===== config.mk =====
export PLATFORM = sky130hd
export DESIGN_NAME = issue_scoreboard_flat
export DESIGN_NICKNAME = d
export VERILOG_FILES = /design/src/rtl/issue_scoreboard_if.sv /design/src/rtl/issue_scoreboard.sv /design/src/flat_wrapper.sv
export SDC_FILE = /design/constraint.sdc
export NUM_CORES = 1
export LEC_CHECK = 0
export CAP_MARGIN = 30
export CORE_ASPECT_RATIO = 0.8
export CORE_UTILIZATION = 55
export CTS_BUF_LIST = sky130_fd_sc_hd__clkbuf_16
export DETAILED_ROUTE_END_ITERATION = 8
export GPL_TIMING_DRIVEN = 0
export PLACE_DENSITY = 0.95
export SLEW_MARGIN = 20
export SYNTH_ARGS = -nofsm -noshare
export SYNTH_HDL_FRONTEND = slang
export SYNTH_SLANG_ARGS = --single-unit
export TNS_END_PERCENT = 30

===== constraint.sdc =====
create_clock -name clk -period 10.4 [get_ports clk]
set_input_delay 2.08 -clock clk [delete_from_list [all_inputs] [get_ports clk]]
set_output_delay 2.08 -clock clk [all_outputs]
set_load 0.01 [all_outputs]

===== src/rtl/issue_scoreboard_if.sv =====
// Decode-to-issue and issue-to-execute handshake bundle for issue_scoreboard.
// The master modport is the decode/execute side; slave is the controller.
interface issue_scoreboard_if;
    logic       id_valid;
    logic       id_ready;
    logic [4:0] id_rs;
    logic [4:0] id_rt;
    logic       id_rt_used;
    logic [4:0] id_dest;
    logic       id_reg_write;
    logic [3:0] id_alu_control;
    logic       ex_valid;
    logic       ex_ready;
    logic [3:0] ex_alu_control;
    logic [4:0] ex_dest;
    logic       ex_reg_write;

    modport master (
        output id_valid, id_rs, id_rt, id_rt_used, id_dest, id_reg_write, id_alu_control,
        input  id_ready,
        input  ex_valid, ex_alu_control, ex_dest, ex_reg_write,
        output ex_ready
    );

    modport slave (
        input  id_valid, id_rs, id_rt, id_rt_used, id_dest, id_reg_write, id_alu_control,
        output id_ready,
        output ex_valid, ex_alu_control, ex_dest, ex_reg_write,
        input  ex_ready
    );
endinterface


===== src/rtl/issue_scoreboard.sv =====
// Issue controller: busy-register scoreboard, hazard stall, one-entry issue register, flush.
// Optional macro ISSUE_WB_BYPASS_EN lets a same-cycle writeback clear hazards before issue.
module issue_scoreboard #(
    parameter int MAX_INFLIGHT = 4,
    parameter int CNT_W        = 16
) (
    input  logic                 clk,
    input  logic                 rst,
    issue_scoreboard_if.slave    io,
    input  logic                 wb_valid,
    input  logic [4:0]           wb_dest,
    input  logic                 flush,
    output logic [31:0]          busy_mask,
    output logic [CNT_W-1:0]     stall_cycles
);
    localparam int INF_W = 5;

    typedef enum logic [1:0] {
        ST_RUN   = 2'd0,
        ST_STALL = 2'd1,
        ST_FLUSH = 2'd2
    } state_t;

    state_t            state_r;
    state_t            state_next_s;
    logic [31:0]       busy_r;
    logic [INF_W-1:0]  inflight_r;
    logic [CNT_W-1:0]  stall_cycles_r;
    logic              ex_valid_r;
    logic [3:0]        ex_alu_control_r;
    logic [4:0]        ex_dest_r;
    logic              ex_reg_write_r;

    logic [31:0]       wb_clear_mask_s;
    logic [31:0]       set_mask_s;
    logic [31:0]       hazard_busy_s;
    logic [INF_W-1:0]  hazard_inflight_s;
    logic              hazard_s;
    logic              id_ready_s;
    logic              fire_s;
    logic              dest_writes_s;

    // Writeback clear mask; writebacks during a flush or in FLUSH are dropped.
    always_comb begin
        wb_clear_mask_s = 32'd0;
        if (wb_valid && (wb_dest != 5'd0) && busy_r[wb_dest] && !flush && (state_r != ST_FLUSH)) begin
            wb_clear_mask_s = 32'd1 << wb_dest;
        end else begin
            wb_clear_mask_s = 32'd0;
        end
    end

`ifdef ISSUE_WB_BYPASS_EN
    assign hazard_busy_s     = busy_r & ~wb_clear_mask_s;
    assign hazard_inflight_s = inflight_r - {{(INF_W-1){1'b0}}, |wb_clear_mask_s};
`else
    assign hazard_busy_s     = busy_r;
    assign hazard_inflight_s = inflight_r;
`endif

    assign dest_writes_s = io.id_reg_write && (io.id_dest != 5'd0);

    // RAW/WAW hazards plus in-flight capacity; register 0 is never a hazard.
    always_comb begin
        hazard_s = 1'b0;
        if ((io.id_rs != 5'd0) && hazard_busy_s[io.id_rs]) begin
            hazard_s = 1'b1;
        end else if (io.id_rt_used && (io.id_rt != 5'd0) && hazard_busy_s[io.id_rt]) begin
            hazard_s = 1'b1;
        end else if (dest_writes_s && hazard_busy_s[io.id_dest]) begin
            hazard_s = 1'b1;
        end else if (dest_writes_s && (hazard_inflight_s == INF_W'(MAX_INFLIGHT))) begin
            hazard_s = 1'b1;
        end else begin
            hazard_s = 1'b0;
        end
    end

    assign id_ready_s = !rst && ((state_r == ST_RUN) || (state_r == ST_STALL)) && !flush
                        && !hazard_s && (!ex_valid_r || io.ex_ready);
    assign fire_s     = io.id_valid && id_ready_s;
    assign set_mask_s = (fire_s && dest_writes_s) ? (32'd1 << io.id_dest) : 32'd0;

    // Next-state logic for the RUN/STALL/FLUSH controller.
    always_comb begin
        state_next_s = state_r;
        case (state_r)
            ST_RUN: begin
                if (flush) begin
                    state_next_s = ST_FLUSH;
                end else if (io.id_valid && !id_ready_s) begin
                    state_next_s = ST_STALL;
                end else begin
                    state_next_s = ST_RUN;
                end
            end
            ST_STALL: begin
                if (flush) begin
                    state_next_s = ST_FLUSH;
                end else if (fire_s || !io.id_valid) begin
                    state_next_s = ST_RUN;
                end else begin
                    state_next_s = ST_STALL;
                end
            end
            ST_FLUSH: state_next_s = ST_RUN;
            default:  state_next_s = ST_RUN;
        endcase
    end

    // State register and saturating stall counter.
    always_ff @(posedge clk) begin
        if (rst) begin
            state_r        <= ST_RUN;
            stall_cycles_r <= {CNT_W{1'b0}};
        end else begin
            state_r <= state_next_s;
            if ((state_r == ST_STALL) && (stall_cycles_r != {CNT_W{1'b1}})) begin
                stall_cycles_r <= stall_cycles_r + {{(CNT_W-1){1'b0}}, 1'b1};
            end else begin
                stall_cycles_r <= stall_cycles_r;
            end
        end
    end

    // Scoreboard: a set wins over a clear of the same bit; a set plus a clear leaves inflight unchanged.
    always_ff @(posedge clk) begin
        if (rst || flush) begin
            busy_r     <= 32'd0;
            inflight_r <= {INF_W{1'b0}};
        end else begin
            busy_r <= (busy_r & ~wb_clear_mask_s) | set_mask_s;
            case ({|set_mask_s, |wb_clear_mask_s})
                2'b10:   inflight_r <= inflight_r + {{(INF_W-1){1'b0}}, 1'b1};
                2'b01:   inflight_r <= inflight_r - {{(INF_W-1){1'b0}}, 1'b1};
                default: inflight_r <= inflight_r;
            endcase
        end
    end

    // Issue register toward execute; contents hold under backpressure.
    always_ff @(posedge clk) begin
        if (rst) begin
            ex_valid_r       <= 1'b0;
            ex_alu_control_r <= 4'd0;
            ex_dest_r        <= 5'd0;
            ex_reg_write_r   <= 1'b0;
        end else if (flush) begin
            ex_valid_r <= 1'b0;
        end else if (fire_s) begin
            ex_valid_r       <= 1'b1;
            ex_alu_control_r <= io.id_alu_control;
            ex_dest_r        <= io.id_dest;
            ex_reg_write_r   <= io.id_reg_write;
        end else if (ex_valid_r && io.ex_ready) begin
            ex_valid_r <= 1'b0;
        end else begin
            ex_valid_r <= ex_valid_r;
        end
    end

    assign io.id_ready       = id_ready_s;
    assign io.ex_valid       = ex_valid_r;
    assign io.ex_alu_control = ex_alu_control_r;
    assign io.ex_dest        = ex_dest_r;
    assign io.ex_reg_write   = ex_reg_write_r;
    assign busy_mask         = busy_r;
    assign stall_cycles      = stall_cycles_r;
endmodule


===== src/flat_wrapper.sv =====
// flat-port wrapper written by rule: the top's interface ports become plain ports
module issue_scoreboard_flat 
#(
    parameter int MAX_INFLIGHT = 4,
    parameter int CNT_W        = 16
)
  (clk, rst, wb_valid, wb_dest, flush, busy_mask, stall_cycles, io_id_valid, io_id_rs, io_id_rt, io_id_rt_used, io_id_dest, io_id_reg_write, io_id_alu_control, io_id_ready, io_ex_valid, io_ex_alu_control, io_ex_dest, io_ex_reg_write, io_ex_ready);
  issue_scoreboard_if io_i ();
  input  logic clk;
  input  logic rst;
  input  logic wb_valid;
  input  logic [4:0] wb_dest;
  input  logic flush;
  output logic [31:0] busy_mask;
  output logic [CNT_W-1:0] stall_cycles;
  input wire logic [$bits(io_i.id_valid)-1:0] io_id_valid;
  input wire logic [$bits(io_i.id_rs)-1:0] io_id_rs;
  input wire logic [$bits(io_i.id_rt)-1:0] io_id_rt;
  input wire logic [$bits(io_i.id_rt_used)-1:0] io_id_rt_used;
  input wire logic [$bits(io_i.id_dest)-1:0] io_id_dest;
  input wire logic [$bits(io_i.id_reg_write)-1:0] io_id_reg_write;
  input wire logic [$bits(io_i.id_alu_control)-1:0] io_id_alu_control;
  output wire logic [$bits(io_i.id_ready)-1:0] io_id_ready;
  output wire logic [$bits(io_i.ex_valid)-1:0] io_ex_valid;
  output wire logic [$bits(io_i.ex_alu_control)-1:0] io_ex_alu_control;
  output wire logic [$bits(io_i.ex_dest)-1:0] io_ex_dest;
  output wire logic [$bits(io_i.ex_reg_write)-1:0] io_ex_reg_write;
  input wire logic [$bits(io_i.ex_ready)-1:0] io_ex_ready;
  assign io_i.id_valid = io_id_valid;
  assign io_i.id_rs = io_id_rs;
  assign io_i.id_rt = io_id_rt;
  assign io_i.id_rt_used = io_id_rt_used;
  assign io_i.id_dest = io_id_dest;
  assign io_i.id_reg_write = io_id_reg_write;
  assign io_i.id_alu_control = io_id_alu_control;
  assign io_id_ready = io_i.id_ready;
  assign io_ex_valid = io_i.ex_valid;
  assign io_ex_alu_control = io_i.ex_alu_control;
  assign io_ex_dest = io_i.ex_dest;
  assign io_ex_reg_write = io_i.ex_reg_write;
  assign io_i.ex_ready = io_ex_ready;
  issue_scoreboard #(.MAX_INFLIGHT(MAX_INFLIGHT), .CNT_W(CNT_W)) u_core (.clk(clk), .rst(rst), .io(io_i), .wb_valid(wb_valid), .wb_dest(wb_dest), .flush(flush), .busy_mask(busy_mask), .stall_cycles(stall_cycles));
endmodule

==> results.md <==
- Depth of the CTS H-tree: 3
- Arrival time worst endpoint: 5.01 ns
- Synth Register Bits: 66
- Antenna violations before repair: 0
- Clock Power Share: 0.505
- Unrepaired setup endpoints after global routing: false
- Register area share after synthesis: 0.314
- Top post-synthesis cells by area: dfxtp_1 31%, mux4_2 14%, o21ai_0 4.0%
- Post-route minimum period: 7.09 ns
- Combinational power share: 0.106
- Post-CTS Hold Fix Bufs: 0
- Post-synth top area share: 0.314
- Hold Vio Cnt, Final: 0
- CTS tree: yes
- Reg area: 1320 um^2
- Tcrit/Tclk final: 0.682
- Setup TNS Final: 0 ns
- WL met2: 6600 um
- Initial Util: 0.569
- Max Cap Viol: 0
- Clock transition at the registers of the reported paths: 0.06 ns
- Routed wire length: 15,200 um
- Cell count after synthesis: 443
- P&R area growth vs syn: 30.9%
- WL met1: 5390 um
- HPWL after detailed placement: 9820 um
- Number of buffers added on ports: 85
- CP peak stage delay: 0.56 ns
- DRT Pass-1 Iters: 7
- Count leader, synth: dfxtp_1
- CTS sink cnt: 66
- Layout cell share with drive strength beyond 1: 0.149
- Peak VDD IR: 0.000117 V
- Worst Tran Pin Value: 0.781 ns
- Total GRT Usage: 0.384
- Final Skew: 0.00901 ns
- Die height: 80.2 um
- Leak: 1.88 nW
- Die Span X: 99.8 um
- Largest area contributor in the netlist: dfxtp_1
- Post-CTS Setup Inserts: 0
- DR DRC count: 0
- Layout Nets: 577
- Ant. Diodes: 0
- ANT nets after route: 0
- Crit path required time: 8.32 ns
- CP Class: input pin to output port
- Slew margin rel.: 0.478
- Max clock buf depth: 2
- Netlist cell types: 61
- CP endpoint kind: output port
- Synth Warn #: 0
- Via count: 4,611
- Register share of total power: 0.389
- Clock tree root driver cell: clkbuf_16
- Post-route cell area: 5510 um^2
- CP Max Fanout: 10
- IO Count: 92
- Buffer and inverter count on the worst path: 3
- DR vias/cell: 7.10
- Die area: 8010 um^2
- CP Cell Sequence: clkdlybuf4s50_1 > buf_2 > mux4_2 > mux4_2 > nor2_2 > o31a_1 > and2_1 > clkdlybuf4s50_1
- DR top layer: met4
- Global placer's final weighted congestion: 1.00
- Vias in the first global route: 4,405
- WL/cell: 23.4 um
- Ys async rst share: 0
- Cts bufs inserted: 9
- Syn_area_per_cell: 9.50 um^2
- Multi-input gate area: 2680 um^2
- Crit path max-delay family: buffers and inverters
- Hold Crit Class: flip-flop to flip-flop
- Grt total ovfl: 0
- Synth cell count leaders: 66 x dfxtp_1, 34 x o21ai_0, 31 x nor2_1
- Switching power: 0.167 mW
- Fmax: 0.141 GHz
- Starting DRT DRC Count: 689
- PwrDens: 120 nW/um^2
- Sw Ratio: 0.253
- Critical Path Start Type: input pin
- Pin count of the biggest net entering global routing: 13
- Clock Latency Late Sink: 0.34 ns
- Routed met3 length: 2150 um
- Max Slew Vio Count: 0
- Row Count: 28
- Resize count post-CTS: 0
- Post-synth EDFFs: 0
- Fillers: 468
- Placed cell area: 5190 um^2
- Status: completed
- First-pass GRT wire length: 23,000 um
- Syn Nets: 481
- Max stage delay cell, worst path: clkdlybuf4s50_1
- Post-Synthesis Cell Area: 4210 um^2
- Setup violators final: 0
- Core area: 7390 um^2
- Int Power: 0.492 mW
- Most used DFF post-synth: dfxtp_1
-- cell type report --
class,instances,area share
tap,105,0.0238
buffer,34,0.0293
inverter,12,0.00817
clock buffer,9,0.0409
timing repair buffer,85,0.154
clock inverter,7,0.0170
multi-input combinational,331,0.487
sequential,66,0.240
-- power by group through the flow --
| stage | combinational (mW) | clock, mW | sequential, mW |
|---|---|---|---|
| after floorplan | 0.0381 | 0 | 0.262 |
| after global placement | 0.0632 | 0 | 0.261 |
| after detailed placement | 0.0656 | 0 | 0.262 |
| after CTS | 0.0671 | 0.330 | 0.256 |
| after global routing | 0.0727 | 0.342 | 0.256 |
| final | 0.0695 | 0.333 | 0.256 |
-- metal layers --
layer | vias up | track usage
li1 | 1886 | -
met1 | 2145 | 0.461
met2 | 450 | 0.584
met3 | 130 | 0.139
met4 | 0 | 0.243
met5 | - | 0
-- cells in the final DEF, fill, tap and decap left out, types with 4 or more instances in the layout --
master / Yosys / layout
ha_1: 5 / 5
buf_2: 8 / 8
nand4_1: 7 / 7
o211ai_1: 16 / 16
nand2_1: 21 / 21
buf_1: 4 / 4
o311ai_0: 16 / 16
o31ai_1: 7 / 7
mux2_2: 11 / 11
o21ai_0: 34 / 34
xor2_1: 14 / 14
clkbuf_16: 0 / 9
clkbuf_1: 17 / 17
nor2_1: 31 / 31
and2_1: 4 / 4
inv_1: 12 / 12
a21oi_1: 19 / 19
xnor2_1: 5 / 5
nor2b_1: 9 / 9
mux4_2: 26 / 26
o31ai_2: 5 / 5
mux2i_1: 11 / 11
nand3_1: 26 / 26
clkdlybuf4s50_1: 0 / 85
dfxtp_1: 66 / 66
nand2b_1: 9 / 9
nor3_1: 6 / 6
-- worst paths after layout --
check | startpoint | to | cells past startpoint | slack (ns)
worst max-delay path | io_id_dest[3] | io_id_ready | 8 | 3.31
worst min-delay path | u_core.io.ex_alu_control[2]$_SDFFE_PP0P_ | u_core.io.ex_alu_control[2]$_SDFFE_PP0P_ | 2 | 0.48
worst max register to register | u_core.busy_mask[8]$_SDFF_PP0_ | u_core.hazard_inflight_s[4]$_SDFFE_PP0P_ | 16 | 6.36
worst min register to register | u_core.io.ex_alu_control[2]$_SDFFE_PP0P_ | u_core.io.ex_alu_control[2]$_SDFFE_PP0P_ | 2 | 0.48
-- tightest hold or removal path: stages, from the launching register on --
cell and delay (ns):
dfxtp_1 0.31, o21ai_0 0.07, a21oi_1 0.06
-- logic make-up after synthesis --
| logic type | Yosys count | share of synthesized area |
|---|---|---|
| AO/OA/AOI/OAI | 120 | 0.206 |
| XOR/XNOR | 19 | 0.0395 |
| adder cells (fa/ha/maj) | 6 | 0.0196 |
| buffers and inverters | 46 | 0.0490 |
| flip-flops | 66 | 0.314 |
| multiplexers | 48 | 0.195 |
| AND/OR/NAND/NOR | 138 | 0.177 |
-- sequential cells by signal, indices dropped and copies added, names as in the netlist --
register                  count
u_core.stall_cycles          16
u_core.io.ex_dest             5
u_core.io.ex_reg_write        1
u_core.state_r                2
u_core.hazard_inflight_s      5
u_core.io.ex_alu_control      4
u_core.io.ex_valid            1
u_core.busy_mask             32
-- through the flow --
| stage | util | power (mW) | worst slack [ns] | hold slack [ns] | cells |
|---|---|---|---|---|---|
| 3_5_place_dp | 0.702 | 0.327 | 3.43 | 0.469 | 633 |
| 5_1_grt | 0.745 | 0.671 | 3.25 | 0.501 | 649 |
| 2_1_floorplan | - | 0.300 | 4.54 | 0.459 | 443 |
| 6_report | 0.745 | 0.659 | 3.31 | 0.484 | 649 |
| 4_1_cts | 0.745 | 0.653 | 3.38 | 0.478 | 649 |
| 3_3_place_gp | 0.702 | 0.325 | 3.53 | 0.464 | 633 |
(Power assumes the default switching activity.)
